<file path="src/rtl/click_pkg.sv">
// Shared types and helpers for the click classifier.
package click_pkg;

  typedef enum logic {
    IDLE  = 1'b0,
    COUNT = 1'b1
  } state_t;

  // Smallest timer width that holds WINDOW_CYCLES-1 (window is at least 2).
  function automatic int timer_width(input int window_cycles);
    return (window_cycles < 2) ? 1 : $clog2(window_cycles);
  endfunction

endpackage

</file>
<file path="src/rtl/click_classifier_edge_strobe.sv">
// Rising-edge strobe on a level already synchronous to clk.
// The previous-level reset value is a parameter, so a level that is already high at reset release is ignored.
module edge_strobe #(
  parameter logic RST_VAL = 1'b1
) (
  input  logic clk,
  input  logic rst,
  input  logic i_level,
  output logic o_rise
);

  logic r_prev;

  // Previous-level register.
  always_ff @(posedge clk or posedge rst) begin
    if (rst) begin
      r_prev <= RST_VAL;
    end else begin
      r_prev <= i_level;
    end
  end

  assign o_rise = i_level & ~r_prev;

endmodule

</file>
<file path="src/rtl/click_classifier.sv">
// Groups debounced presses into click events (1..MAX_CLICKS) delivered over valid/ready.
// Optional sticky Overflow port for groups dropped under backpressure: CLICK_CLASSIFIER_OVF_EN.
module click_classifier
  import click_pkg::*;
#(
  parameter int WINDOW_CYCLES = 5_000_000,
  parameter int MAX_CLICKS    = 3,
  parameter int CNT_W         = $clog2(MAX_CLICKS + 1)
) (
  input  logic             clk,
  input  logic             rst,
  input  logic             Input,
  output logic             ClickValid,
  output logic [CNT_W-1:0] ClickCount,
  input  logic             ClickReady
`ifdef CLICK_CLASSIFIER_OVF_EN
  ,
  output logic             Overflow
`endif
);

  localparam int               TW         = timer_width(WINDOW_CYCLES);
  localparam logic [TW-1:0]    TIMER_LOAD = TW'(WINDOW_CYCLES - 1);
  localparam logic [CNT_W-1:0] CNT_MAX    = CNT_W'(MAX_CLICKS);

  logic             w_press;
  state_t           r_state;
  state_t           w_state_next;
  logic [CNT_W-1:0] r_cnt;
  logic [CNT_W-1:0] w_cnt_next;
  logic [TW-1:0]    r_timer;
  logic [TW-1:0]    w_timer_next;
  logic             w_close;
  logic             w_slot_free;
  logic             r_valid;
  logic [CNT_W-1:0] r_count;

  edge_strobe #(
    .RST_VAL (1'b1)
  ) u_edge (
    .clk     (clk),
    .rst     (rst),
    .i_level (Input),
    .o_rise  (w_press)
  );

  // Group FSM state, press counter and gap timer.
  always_ff @(posedge clk or posedge rst) begin
    if (rst) begin
      r_state <= IDLE;
      r_cnt   <= '0;
      r_timer <= '0;
    end else begin
      r_state <= w_state_next;
      r_cnt   <= w_cnt_next;
      r_timer <= w_timer_next;
    end
  end

  // Next-state logic; a press on the last window cycle extends the group.
  always_comb begin
    w_state_next = r_state;
    w_cnt_next   = r_cnt;
    w_timer_next = r_timer;
    w_close      = 1'b0;
    case (r_state)
      IDLE: begin
        if (w_press) begin
          w_state_next = COUNT;
          w_cnt_next   = CNT_W'(1);
          w_timer_next = TIMER_LOAD;
        end else begin
          w_state_next = IDLE;
        end
      end
      COUNT: begin
        if (w_press) begin
          w_cnt_next   = (r_cnt == CNT_MAX) ? r_cnt : r_cnt + CNT_W'(1);
          w_timer_next = TIMER_LOAD;
        end else if (r_timer != '0) begin
          w_timer_next = r_timer - TW'(1);
        end else begin
          w_close      = 1'b1;
          w_state_next = IDLE;
          w_cnt_next   = '0;
        end
      end
      default: begin
        w_state_next = IDLE;
        w_cnt_next   = '0;
        w_timer_next = '0;
      end
    endcase
  end

  assign w_slot_free = ~r_valid | ClickReady;

  // Output slot; a closing group may reload it in the same cycle as a handshake.
  always_ff @(posedge clk or posedge rst) begin
    if (rst) begin
      r_valid <= 1'b0;
      r_count <= '0;
    end else if (w_close && w_slot_free) begin
      r_valid <= 1'b1;
      r_count <= r_cnt;
    end else if (ClickReady) begin
      r_valid <= 1'b0;
    end else begin
      r_valid <= r_valid;
    end
  end

  assign ClickValid = r_valid;
  assign ClickCount = r_count;

`ifdef CLICK_CLASSIFIER_OVF_EN
  logic r_overflow;

  // Sticky drop indicator, cleared only by reset.
  always_ff @(posedge clk or posedge rst) begin
    if (rst) begin
      r_overflow <= 1'b0;
    end else if (w_close && !w_slot_free) begin
      r_overflow <= 1'b1;
    end else begin
      r_overflow <= r_overflow;
    end
  end

  assign Overflow = r_overflow;
`endif

endmodule

</file>
<file path="config.mk">
export PLATFORM = sky130hd
export DESIGN_NAME = click_classifier
export DESIGN_NICKNAME = d
export VERILOG_FILES = /design/src/rtl/click_pkg.sv /design/src/rtl/click_classifier_edge_strobe.sv /design/src/rtl/click_classifier.sv
export SDC_FILE = /design/constraint.sdc
export NUM_CORES = 1
export LEC_CHECK = 0
export CAP_MARGIN = 40
export CORE_ASPECT_RATIO = 1.75
export CORE_MARGIN = 1.5
export CORE_UTILIZATION = 55
export DETAILED_ROUTE_END_ITERATION = 8
export GPL_ROUTABILITY_DRIVEN = 0
export PLACE_DENSITY_LB_ADDON = 0.25
export SLEW_MARGIN = 20
export SYNTH_ARGS = -nofsm -noshare
export SYNTH_HDL_FRONTEND = slang
export SYNTH_SLANG_ARGS = --single-unit
</file>
<file path="constraint.sdc">
create_clock -name clk -period 6.5 [get_ports clk]
set_input_delay 1.3 -clock clk [delete_from_list [all_inputs] [get_ports clk]]
set_output_delay 1.3 -clock clk [all_outputs]
set_load 0.005 [all_outputs]
</file>
==> flow_summary_export.csv <==
group,metric,value,unit
global_routing,grt-ovfl-total,0,
critical_path,regToRegStartpoint,"r_timer[16]",
pwr,p_int,0.000308,W
final_layout,fin_nets,183,
pwr,powerDensity,242,nW/um^2
floorplan,dieArea,3300,sq um
floorplan,rows,25,
critical_path,required,6.67,ns
yosys,synth_area_per_cell,9.72,sq um
cts,clock_latency,0.29,ns
global_routing,use_met1,26.1,%
cts,cts_htree_levels,2,
pwr,pwr-share-clk,33.9,%
timing,min_period_over_period,42.0,%
final_layout,synthToLayoutAreaGrowth,11.5,%
global_routing,busiest_layer,"met2",
final_layout,drive_gt1_share,15.2,%
critical_path,path_max_fanout,20,
yosys,ys_types,41,
cts,cts-buffers-inserted,5,
yosys,synth_warnings,0,
place,hpwlAfterDp,2.51,mm
timing,hold_viol_final,0,
global_routing,grt_pass1_wl,5.80,mm
drt,postRouteAntennaNets,0,
timing,max_slew_margin,48.1,%
global_routing,use_met2,42.3,%
timing,max_freq,0.366,GHz
yosys,synthAdderAreaFrac,1.54,%
min_path,worstHoldStart,"ClickCount[1]",
pwr,leakage,0.669,nW
global_routing,grt.total_usage,24.0,%
cts,ctsResizeCount,0,
yosys,synth_edf_count,0,
floorplan,die_y,74.9,microns
cts,hold_buffers,0,
yosys,synthesis.nets,173,
drt,viasPerCell,6.60,
min_path,holdPathEnd,"ClickCount[1]",
timing,setup_ws,3.77,ns
final_layout,fillCellCount,228,
critical_path,r2r_end,"r_timer[8]",
critical_path,reg2reg_depth,5,
cts,clkSinkCount,30,
timing,fin_crit,2.73,ns
cts,path_clk_slew,0.07,ns
drt,routedWlPerCell,16.8,microns
timing,slew_viol_final,0,
cts,cts_tree,"done",
drt,wl,3.45,mm
pwr,p_sw,0.000130,W
critical_path,crit_arrival,2.91,ns
pwr,p_sw_share,29.7,%
yosys,synth_top_family_by_area,"simple AND/OR/NAND/NOR gates",
status,status,"completed",
pwr,vdd_drop_max,266,uV
run,drv_cap,0,
floorplan,start_util,59.0,%
timing,setup_violations,0,
yosys,async_flop_share,100,%
critical_path,r2r_slack,3.95,ns
drt,drt-initial-drc-count,39,
yosys,synthSimpleGateAreaFrac,29.9,%
drt,routed-via-count,1354,
global_routing,grt_use_met3,7.19,%
yosys,synth_compound_area_share,14.3,%
place,portBuffers,6,
pwr,seqPwrFrac,50.5,%
min_path,hold_class,"reg -> reg",
timing,fin_skew,0.0134,ns
final_layout,diodes,0,
yosys,ys.flop_type,"dfrtp_1",
timing,tightest_slew,0.779,ns
cts,post_cts_buffers,0,
floorplan,ioPinCount,7,
yosys,synth-xor-area-share,2.70,%
global_routing,grt_pass1_vias,1310,
floorplan,coreArea,2750,sq um
cts,cts_buffer_depth,2,
yosys,synth_area,1620,sq um
timing,fin_tns_setup,0,ns
global_routing,grt_max_degree,21,
place,place_ws,3.45,ns
yosys,netlist_instances,167,
critical_path,critPathLaunchType,"primary input",
cts,cts_root_buf,"clkbuf_8",
yosys,seq_area_frac_synth,46.3,%
timing,rsz0062_at_grt,"false",
floorplan,die_width,44.1,microns
min_path,whs_path_depth,1,
drt,firstDrtPassIters,4,
critical_path,crit_type,"in -> reg",
drt,drc,0,
critical_path,endpoint_kind,"flop",
global_routing,grt_antenna_before_repair,0,
yosys,ys_seq_elements,30,
pwr,power_frac_comb,15.6,%
yosys,muxShareOfSynthArea,2.00,%
## sequential cells by signal, summed over array words and instances (netlist names)
name / flops
ClickValid: 1
r_state: 1
ClickCount: 2
u_edge.r_prev: 1
r_timer: 23
r_cnt: 2
## worst max-delay path, cell delays in order
cell and delay, ns:
clkdlybuf4s50_1 0.49, nand2b_1 0.43, nand4_1 0.33, mux2_2 0.36
## routing by layer
metal,routed length (microns),part of all wire [%]
met1,1360,39
met2,1860,54
met4,50,1.4
met3,178,5.2
met5,0,0
## logic make-up (layout without fill, tap and decap cells)
kind of cell	count (synthesis)	in the layout
simple gates	80	80
compound gates	37	37
flops	30	30
buf+inv	10	21
xor+xnor	5	5
mux	3	3
fa+ha+maj	2	2
## synth_stat cells, types with 2 or more instances
cell	count	area share (%)
a21oi_1	10	3.1
buf_6	2	1.4
clkbuf_1	4	0.92
dfrtp_1	29	45
ha_1	2	1.5
inv_1	4	0.92
mux2_2	2	1.4
nand2_1	16	3.7
nand2b_1	3	1.2
nand3_1	6	1.8
nand3b_1	2	0.92
nand4_1	6	2.3
nand4b_1	2	1.1
nor2_1	13	3.0
nor4_1	6	2.3
o211ai_1	2	0.92
o21ai_0	10	3.1
o31a_2	2	1.2
o31ai_1	7	3.2
or3_1	7	2.7
or3_2	3	1.4
or4_1	5	2.3
or4_2	2	1.1
or4_4	2	1.4
xor2_1	4	2.2
## final cells by class
cell class | instances | area, sq um | share of cell area [%]
clock inverter | 2 | 15.0 | 0.829
timing repair buffer | 9 | 103 | 5.67
clock buffer | 6 | 72.6 | 4.01
sequential | 30 | 752 | 41.5
multi-input combinational | 127 | 820 | 45.3
inverter | 4 | 15.0 | 0.829
tap | 27 | 33.8 | 1.87
## per-stage QoR
stage	hold slack [ns]	total power, W	area (sq um)	utilization (%)	std cells
global placement	0.494	0.000285	1690	61.3	195
global route	0.541	0.000462	1810	65.8	205
CTS	0.525	0.000441	1810	65.8	205
finish	0.518	0.000438	1810	65.8	205
detailed placement	0.505	0.000295	1720	62.6	197
floorplan	0.485	0.000279	1620	-	167
## worst max-delay path by stage
stage,slack (ns),from,endpoint
final,3.77,Input,ClickCount[0]
after global routing,3.68,Input,ClickCount[0]
after CTS,3.77,Input,ClickCount[0]
after detailed placement,3.45,Input,ClickCount[0]
after global placement,3.35,Input,r_cnt[0]
after floorplan,4.02,r_timer[0],ClickCount[0]
## power groups by stage
stage / sequential [W] / combinational (W) / clock (W)
floorplan: 0.000216 / 0.0000635 / 0
global route: 0.000225 / 0.0000802 / 0.000157
CTS: 0.000221 / 0.0000701 / 0.000150
global placement: 0.000223 / 0.0000622 / 0
detailed placement: 0.000224 / 0.0000702 / 0
finish: 0.000221 / 0.0000686 / 0.000148
## cells in the final DEF, fill, tap and decap left out, types with 2 or more instances in the layout
cell type / synthesis / routed
nand2_1: 16 / 16
or3_1: 7 / 7
nand3b_1: 2 / 2
o31a_2: 2 / 2
mux2_2: 2 / 2
nor2_1: 13 / 13
o31ai_1: 7 / 7
nor4_1: 6 / 6
dfrtp_1: 29 / 29
nand2b_1: 3 / 3
o211ai_1: 2 / 2
nand4b_1: 2 / 2
or4_2: 2 / 2
or4_4: 2 / 2
nand4_1: 6 / 6
ha_1: 2 / 2
a21oi_1: 10 / 10
or3_2: 3 / 3
nand3_1: 6 / 6
clkbuf_8: 0 / 5
inv_1: 4 / 4
buf_4: 0 / 2
o21ai_0: 10 / 10
clkinvlp_4: 0 / 2
or4_1: 5 / 5
xor2_1: 4 / 4
clkdlybuf4s50_1: 0 / 6
No activity file was read; power rests on OpenSTA's default activity.
